## src/rtl/psum_writeback.sv

```systemverilog
// psum_writeback: drains partial-sum vectors from the OFIFO into PMEM,
// one full column vector per write, with optional per-lane ReLU.
module psum_writeback #(
  parameter int col     = 8,
  parameter int psum_bw = 16,
  parameter int addr_bw = 11
) (
  input  logic                     clk,
  input  logic                     reset,
  input  logic                     start,
  input  logic [addr_bw-1:0]       base_addr,
  input  logic [addr_bw-1:0]       num_vec,
  input  logic                     relu,
  input  logic                     ofifo_valid,
  input  logic [psum_bw*col-1:0]   ofifo_data,
  output logic                     ofifo_rd,
  output logic                     pmem_cen,
  output logic                     pmem_wen,
  output logic [addr_bw-1:0]       pmem_addr,
  output logic [psum_bw*col-1:0]   pmem_din,
  output logic                     busy,
  output logic                     done
);

  typedef enum logic [1:0] {
    IDLE,
    RUN,
    FLUSH,
    DONE
  } state_t;

  state_t state_q;
  state_t state_d;

  logic [addr_bw-1:0]     base_q;
  logic [addr_bw-1:0]     num_q;
  logic [addr_bw-1:0]     count_q;
  logic                   relu_q;
  logic                   last_rd;
  logic [psum_bw*col-1:0] relu_data;

  // a lane is negative exactly when its sign bit is set
  always_comb begin
    relu_data = ofifo_data;
    for (int i = 0; i < col; i++) begin
      if (relu_q && ofifo_data[psum_bw*(i+1)-1]) begin
        relu_data[psum_bw*i +: psum_bw] = '0;
      end
    end
  end

  always_ff @(posedge clk or posedge reset) begin
    if (reset) begin
      state_q <= IDLE;
    end else begin
      state_q <= state_d;
    end
  end

  always_comb begin
    state_d  = state_q;
    ofifo_rd = 1'b0;
    busy     = 1'b0;
    done     = 1'b0;
    last_rd  = 1'b0;
    unique case (state_q)
      IDLE: begin
        if (start) begin
          state_d = (num_vec == '0) ? DONE : RUN;
        end
      end
      RUN: begin
        busy     = 1'b1;
        ofifo_rd = ofifo_valid && (count_q < num_q);
        last_rd  = ofifo_rd && (count_q == num_q - 1'b1);
        if (last_rd) begin
          state_d = FLUSH;
        end
      end
      FLUSH: begin
        busy    = 1'b1;
        state_d = DONE;
      end
      DONE: begin
        done    = 1'b1;
        state_d = IDLE;
      end
      default: begin
        state_d = IDLE;
      end
    endcase
  end

  // write strobes follow the read by one cycle; addr/data hold on stalls
  always_ff @(posedge clk or posedge reset) begin
    if (reset) begin
      base_q    <= '0;
      num_q     <= '0;
      count_q   <= '0;
      relu_q    <= 1'b0;
      pmem_cen  <= 1'b1;
      pmem_wen  <= 1'b1;
      pmem_addr <= '0;
      pmem_din  <= '0;
    end else begin
      if (state_q == IDLE && start) begin
        base_q  <= base_addr;
        num_q   <= num_vec;
        relu_q  <= relu;
        count_q <= '0;
      end
      pmem_cen <= ~ofifo_rd;
      pmem_wen <= ~ofifo_rd;
      if (ofifo_rd) begin
        pmem_din  <= relu_data;
        pmem_addr <= base_q + count_q;
        count_q   <= count_q + 1'b1;
      end
    end
  end

endmodule

```

## config.mk

```make
export PLATFORM = sky130hd
export DESIGN_NAME = psum_writeback
export DESIGN_NICKNAME = d
export VERILOG_FILES = /design/src/rtl/psum_writeback.sv
export SDC_FILE = /design/constraint.sdc
export NUM_CORES = 1
export LEC_CHECK = 0
export ABC_AREA = 1
export CORE_ASPECT_RATIO = 1.1
export CORE_MARGIN = 2
export CORE_UTILIZATION = 48
export DETAILED_ROUTE_END_ITERATION = 10
export GPL_TIMING_DRIVEN = 0
export PLACE_DENSITY = 0.85
export RECOVER_POWER = 25
export SYNTH_ARGS = -nofsm -noshare
export SYNTH_HDL_FRONTEND = slang
export SYNTH_SLANG_ARGS = --single-unit
export TNS_END_PERCENT = 100
```

## constraint.sdc

```tcl
create_clock -name clk -period 10.6 [get_ports clk]
set_input_delay 1.06 -clock clk [delete_from_list [all_inputs] [get_ports clk]]
set_output_delay 1.06 -clock clk [all_outputs]
set_load 0.01 [all_outputs]
```

==> impl_metrics.env, run 1 <==
export IMPL_grt_use_total_pct=30.61
export IMPL_wirelength_mm=27.71
export IMPL_insertion_delay_ps=440
export IMPL_cp_max_fo=10
export IMPL_outcome="finished with violations"
export IMPL_cts_htree_levels=4
export IMPL_final_cell_mix="nand2_1, clkdlybuf4s50_1, dfrtp_1"
export IMPL_io_buffers=298
export IMPL_drtAntennaViolNets=0
export IMPL_grt_start_max_net_pins=111
export IMPL_crit_required_ps=9540
export IMPL_worstSetupEndpointType="primary output"
export IMPL_slew_headroom_pct=-100.8
export IMPL_post_cts_buffers=0
export IMPL_hold_class="register to register"
export IMPL_setup_tns_ps=0
export IMPL_synth_warnings=0
export IMPL_ctsHoldBuffers=0
export IMPL_nets=1462
export IMPL_cts_tree="done"
export IMPL_violations="capacitance limit, slew limit"
export IMPL_clk_pin_slew_ps=70
export IMPL_routed_via_density=5.295
export IMPL_grt_first_pass_wirelength_mm=41.97
export IMPL_syn_to_final_growth_pct=47.35
export IMPL_netlist_instances=960
export IMPL_ios=299
export IMPL_syn_cell_area_um2=8144
export IMPL_yosysSeqAreaShare_pct=54.09
export IMPL_ys_flop_type="dfrtp_1"
export IMPL_leakagePower_nw=5.624
export IMPL_mostFrequentLayoutCell="nand2_1"
export IMPL_fin_crit_sh_pct=38.31
export IMPL_hpwl_mm=20.87
export IMPL_vias=7926
export IMPL_drive_gt1_share_pct=5.887
export IMPL_die_x_um=128.2
export IMPL_pwr_density_cell_nw_per_um2=276.9
export IMPL_drv_slew=67
export IMPL_yosys_top_cells_area="dfrtp_1, nand2_1, o21ai_1"
export IMPL_start_util_pct=49.38
export IMPL_synth_seq_cells=176
export IMPL_grt_pass1_vias=7363
export IMPL_start_kind="input pin"
export IMPL_wl_per_cell_um=18.51
export IMPL_finalHoldWorstSlack_ps=483.5
export IMPL_numCtsBuffers=17
export IMPL_drtIter0Drc=571
export IMPL_grt_overflow_total=0
export IMPL_worstMarginPinSlew_ps=2995
export IMPL_ctsResizeCount=0
export IMPL_critPathArrivalTime_ps=3000
export IMPL_dr_pass1_iters=5
export IMPL_antenna_found_initial=3
export IMPL_rsz0062_at_grt="no"
export IMPL_timing_fmax_mhz=246.3
export IMPL_synth_edff_count=0
export IMPL_synth_top_area_share_pct=53.77
export IMPL_setup_viol=0
export IMPL_rows=49
export IMPL_clkSinkCount=176
export IMPL_die_h_um=140.6
export IMPL_async_reset_ff_share_pct=100.0
export IMPL_gp_congestion=0.9340
export IMPL_yosysUniqueCellTypes=33
export IMPL_yosys_area_top_type="dfrtp_1"
export IMPL_syn_num_nets=1144
export IMPL_maxCapViolCount=1
export IMPL_cts_buffer_depth=2
export IMPL_fin_crit_ps=4060
export IMPL_vdd_drop_max_mv=0.1348
export IMPL_hold_violations=0
export IMPL_drc_errors=0
export IMPL_skew_ps=14.05
export IMPL_design_die_area_um2=18030
export IMPL_crit_type="input pin to primary output"
export IMPL_core_region_area_um2=16490
export IMPL_cts_root_buf="clkbuf_16"
export IMPL_syn_area_per_cell_um2=8.483
layout make-up:
cell class	count	area, um2
Clock buffer	18	439.2
Sequential cell	176	4405
Timing Repair Buffer	299	3010
Tap cell	204	255.2
Clock inverter	14	145.1
Antenna cell	2	5.005
Fill cell	1209	4492
Inverter	45	170.2
Buffer	45	250.2
Multi-Input combinational cell	694	3319
cells in the mapped netlist (2+ instances only):
cell type	instances
clkinv_1	2
nand2_2	4
nor3_1	3
o21ai_0	60
a21o_1	2
ha_1	28
nor4_1	2
nor2_2	6
clkbuf_1	18
o2111ai_1	2
dfrtp_1	175
buf_6	2
o21ai_1	108
buf_2	11
a21oi_1	16
nand4_1	4
o32ai_1	5
nand3_1	28
xnor2_1	4
nand2_1	383
nor2_1	22
inv_1	42
buf_4	14
xor2_1	10
report_power, final:
part	internal [W]	total (W)	switching, W
Combinational	0.000729	0.00157	0.000842
Sequential	0.000954	0.00112	0.000170
Clock	0.000338	0.000628	0.000290
routing by layer:
| metal | GRT usage (%) | wire (um) |
|---|---|---|
| met2 | 49.24 | 13410 |
| met4 | 15.56 | 1109 |
| met3 | 9.677 | 2659 |
| met1 | 37.06 | 10520 |
| met5 | 0 | 13 |
state kept, by name, summed over array words and instances (netlist names):
name       count
relu_q         1
pmem_wen       1
pmem_din     128
num_q         11
base_q        11
pmem_addr     11
state_q        2
count_q       11
cell families after synthesis:
logic type,count (synthesis),synth area share (%)
simple gates,455,22.22
compound gates,196,12.49
flops,176,54.09
buf+inv,90,5.147
fa+ha+maj,29,4.548
xor+xnor,14,1.506
worst paths after layout:
kind                              start            to  slack, ps  depth (start not counted)
max                         ofifo_valid      ofifo_rd       6540                          9
min                        pmem_addr[0]  pmem_addr[0]        480                          2
max reg2reg                  count_q[9]  pmem_din[47]       8190                         10
min reg2reg                pmem_addr[0]  pmem_addr[0]        480                          2
max in group asynchronous         reset  pmem_din[95]       7210                          3
min in group asynchronous         reset  pmem_din[16]       1950                          2
critical path: stages:
cell and delay [ps]:
clkdlybuf4s50_1 460, nand2_1 50, nor2_1 100, o21ai_1 90, nor2_2 180, nand3_4 190
buf_6 200, inv_2 120, clkdlybuf4s50_1 550
metrics by stage:
| stage | instances | area (um2) | power (W) | setup WS, ps | util, % |
|---|---|---|---|---|---|
| after floorplan | 960 | 8144 | 0.001878 | 4768 | - |
| after global placement | 1462 | 11380 | 0.002639 | 2486 | 69.02 |
| after detailed placement | 1463 | 11420 | 0.002685 | 6555 | 69.23 |
| after CTS | 1495 | 12000 | 0.003326 | 6547 | 72.77 |
| after global routing | 1497 | 12000 | 0.003527 | 6449 | 72.76 |
| final | 1497 | 12000 | 0.003323 | 6540 | 72.76 |
No activity file was read; power rests on OpenSTA's default activity.
==> run 2: changes to the inputs <==
--- a/config.mk
+++ b/config.mk
@@ -8,10 +8,10 @@
 export ABC_AREA = 1
 export CORE_ASPECT_RATIO = 1.1
 export CORE_MARGIN = 2
-export CORE_UTILIZATION = 48
+export CORE_UTILIZATION = 41
 export DETAILED_ROUTE_END_ITERATION = 10
 export GPL_TIMING_DRIVEN = 0
-export PLACE_DENSITY = 0.85
+export PLACE_DENSITY = 0.78
 export RECOVER_POWER = 25
 export SYNTH_ARGS = -nofsm -noshare
 export SYNTH_HDL_FRONTEND = slang
==> constraint.sdc (replaced) <==
create_clock -name clk -period 3.5 [get_ports clk]
set_input_delay 0.35 -clock clk [delete_from_list [all_inputs] [get_ports clk]]
set_output_delay 0.35 -clock clk [all_outputs]
set_load 0.01 [all_outputs]
==> impl_metrics.env, run 2 (synthesis gave the netlist of run 1 again) <==
export IMPL_cp_num_buf_inv=3
export IMPL_timing_fmax_mhz=313.6
export IMPL_grt_use_met1_pct=31.24
export IMPL_hold_class="input pin to register"
export IMPL_finalHoldWorstSlack_ps=451.4
export IMPL_internal_power_w=0.006378
export IMPL_critPathArrivalTime_ps=2840
export IMPL_grt_busiest_layer="met2"
export IMPL_clkPwrFrac_pct=20.8
export IMPL_cp_max_fo=10
export IMPL_antenna_found_initial=1
export IMPL_post_cts_buffers=0
export IMPL_drtIter0Drc=616
export IMPL_outcome="finished with violations"
export IMPL_pwr_share_comb_pct=45.9
export IMPL_use_met2_pct=43.21
export IMPL_vias=7855
export IMPL_grt_first_pass_wirelength_mm=42.12
export IMPL_setup_viol=0
export IMPL_fin_crit_sh_pct=91.10
export IMPL_slowest_stage="clkdlybuf4s50_1"
export IMPL_nets=1465
export IMPL_dp_cells=1514
export IMPL_dr_pass1_iters=5
export IMPL_io_buffers=298
export IMPL_rsz0062_at_grt="no"
export IMPL_insertion_delay_ps=430
export IMPL_hold_depth=3
export IMPL_hold_violations=0
export IMPL_rr_worst_depth=9
export IMPL_largest_register="pmem_din"
export IMPL_totalPowerFinal_w=0.01023
export IMPL_final_area_um2=12150
export IMPL_clk_pin_slew_ps=70
export IMPL_ctsHoldBuffers=0
export IMPL_cp_top_family="buffers and inverters"
export IMPL_cp_slowest_stage_delay_ps=560
export IMPL_grt_pass1_vias=7587
export IMPL_routed_via_density=5.081
export IMPL_post_route_util_pct=61.81
export IMPL_mostFrequentLayoutCell="nand2_1"
export IMPL_placed_area_um2=11530
export IMPL_seq_power_share_pct=33.3
export IMPL_wl_per_cell_um=17.39
export IMPL_switchingPower_w=0.003852
export IMPL_maxCapViolCount=3
export IMPL_critPathMostFrequentCell="nand2_1"
export IMPL_fin_cells=1546
export IMPL_core_region_area_um2=19660
export IMPL_worstPathCellList="ha_1, nand2_1, nand2_1, nor2_1, o21ai_1, nor2_2, nand3_4, buf_6, inv_2, clkdlybuf4s50_1"
export IMPL_leakagePower_nw=5.689
export IMPL_swShare_pct=37.65
export IMPL_crit_type="register to primary output"
export IMPL_numCtsBuffers=17
export IMPL_drtAntennaViolNets=0
export IMPL_cts_root_buf="clkbuf_16"
export IMPL_design_die_area_um2=21010
export IMPL_wirelength_mm=26.88
export IMPL_grt_use_total_pct=25.54
export IMPL_clkSinkCount=176
export IMPL_critical_path_depth=10
export IMPL_skew_ps=11.62
export IMPL_ctsResizeCount=0
export IMPL_cts_buffer_depth=2
export IMPL_largest_reg_flops=128
export IMPL_drive_gt1_share_pct=5.800
export IMPL_vdd_drop_max_mv=0.4633
export IMPL_slew_headroom_pct=-25.98
export IMPL_cts_htree_levels=4
export IMPL_ios=299
export IMPL_drc_errors=0
export IMPL_rows=54
export IMPL_worstSetupEndpointType="primary output"
export IMPL_syn_to_final_growth_pct=49.22
export IMPL_grt_overflow_total=0
export IMPL_cts_tree="done"
export IMPL_grtUsageMet3_pct=6.997
export IMPL_pwr_density_cell_nw_per_um2=841.7
export IMPL_drv_slew=117
export IMPL_die_x_um=138.4
export IMPL_start_kind="register"
export IMPL_worstMarginPinSlew_ps=1890
export IMPL_gp_congestion=0.8980
export IMPL_grt_start_max_net_pins=43
export IMPL_fin_crit_ps=3188
export IMPL_hpwl_mm=20.86
export IMPL_die_h_um=151.8
export IMPL_final_cell_mix="nand2_1, clkdlybuf4s50_1, dfrtp_1"
export IMPL_start_util_pct=41.42
export IMPL_violations="capacitance limit, slew limit"
export IMPL_crit_required_ps=3150
run 2: per-stage QoR:
step           setup slack [ps]  setup TNS (ps)
3_3_place_gp             -615.8         -103430
2_1_floorplan             898.2               0
6_report                  311.6               0
4_1_cts                   295.0               0
5_1_grt                   84.11               0
3_5_place_dp              774.5               0
run 2: area by class of cell:
class,instances,area (um2)
Tap cell,252,315.3
Fill cell,1699,7508
Sequential cell,176,4405
Inverter,45,170.2
Clock buffer,17,425.4
Timing Repair Buffer,302,3038
Clock inverter,14,226.5
Antenna cell,1,2.502
Multi-Input combinational cell,694,3319
Buffer,45,250.2
run 2: power by group through the flow:
| stage | Sequential [W] | Combinational (W) | Clock, W |
|---|---|---|---|
| CTS | 0.00340 | 0.00473 | 0.00216 |
| detailed placement | 0.00343 | 0.00470 | 0 |
| global route | 0.00350 | 0.00514 | 0.00224 |
| floorplan | 0.00369 | 0.00200 | 0 |
| global placement | 0.00340 | 0.00460 | 0 |
| finish | 0.00341 | 0.00469 | 0.00213 |
run 2: final timing paths:
check                                     end  slack, ps         start
max in group asynchronous        pmem_din[53]        610         reset
worst min register to register   pmem_addr[7]        490  pmem_addr[7]
min in group asynchronous       pmem_din[108]        540         reset
worst min-delay path                base_q[9]        450  base_addr[9]
worst max register to register  pmem_din[106]       1100   count_q[10]
worst max-delay path                 ofifo_rd        310   count_q[10]
run 2: worst min-delay path: cells and delay by family:
kind / cells / cell delay [ps]
buffers and inverters: 1 / 390
AND/OR/NAND/NOR: 2 / 100
run 2: routing by layer:
metal  up-vias  wire length, um
met1      3773            10640
met2       264            13180
met4         0              956
li1       3771                -
met5         -                0
met3        47             2095
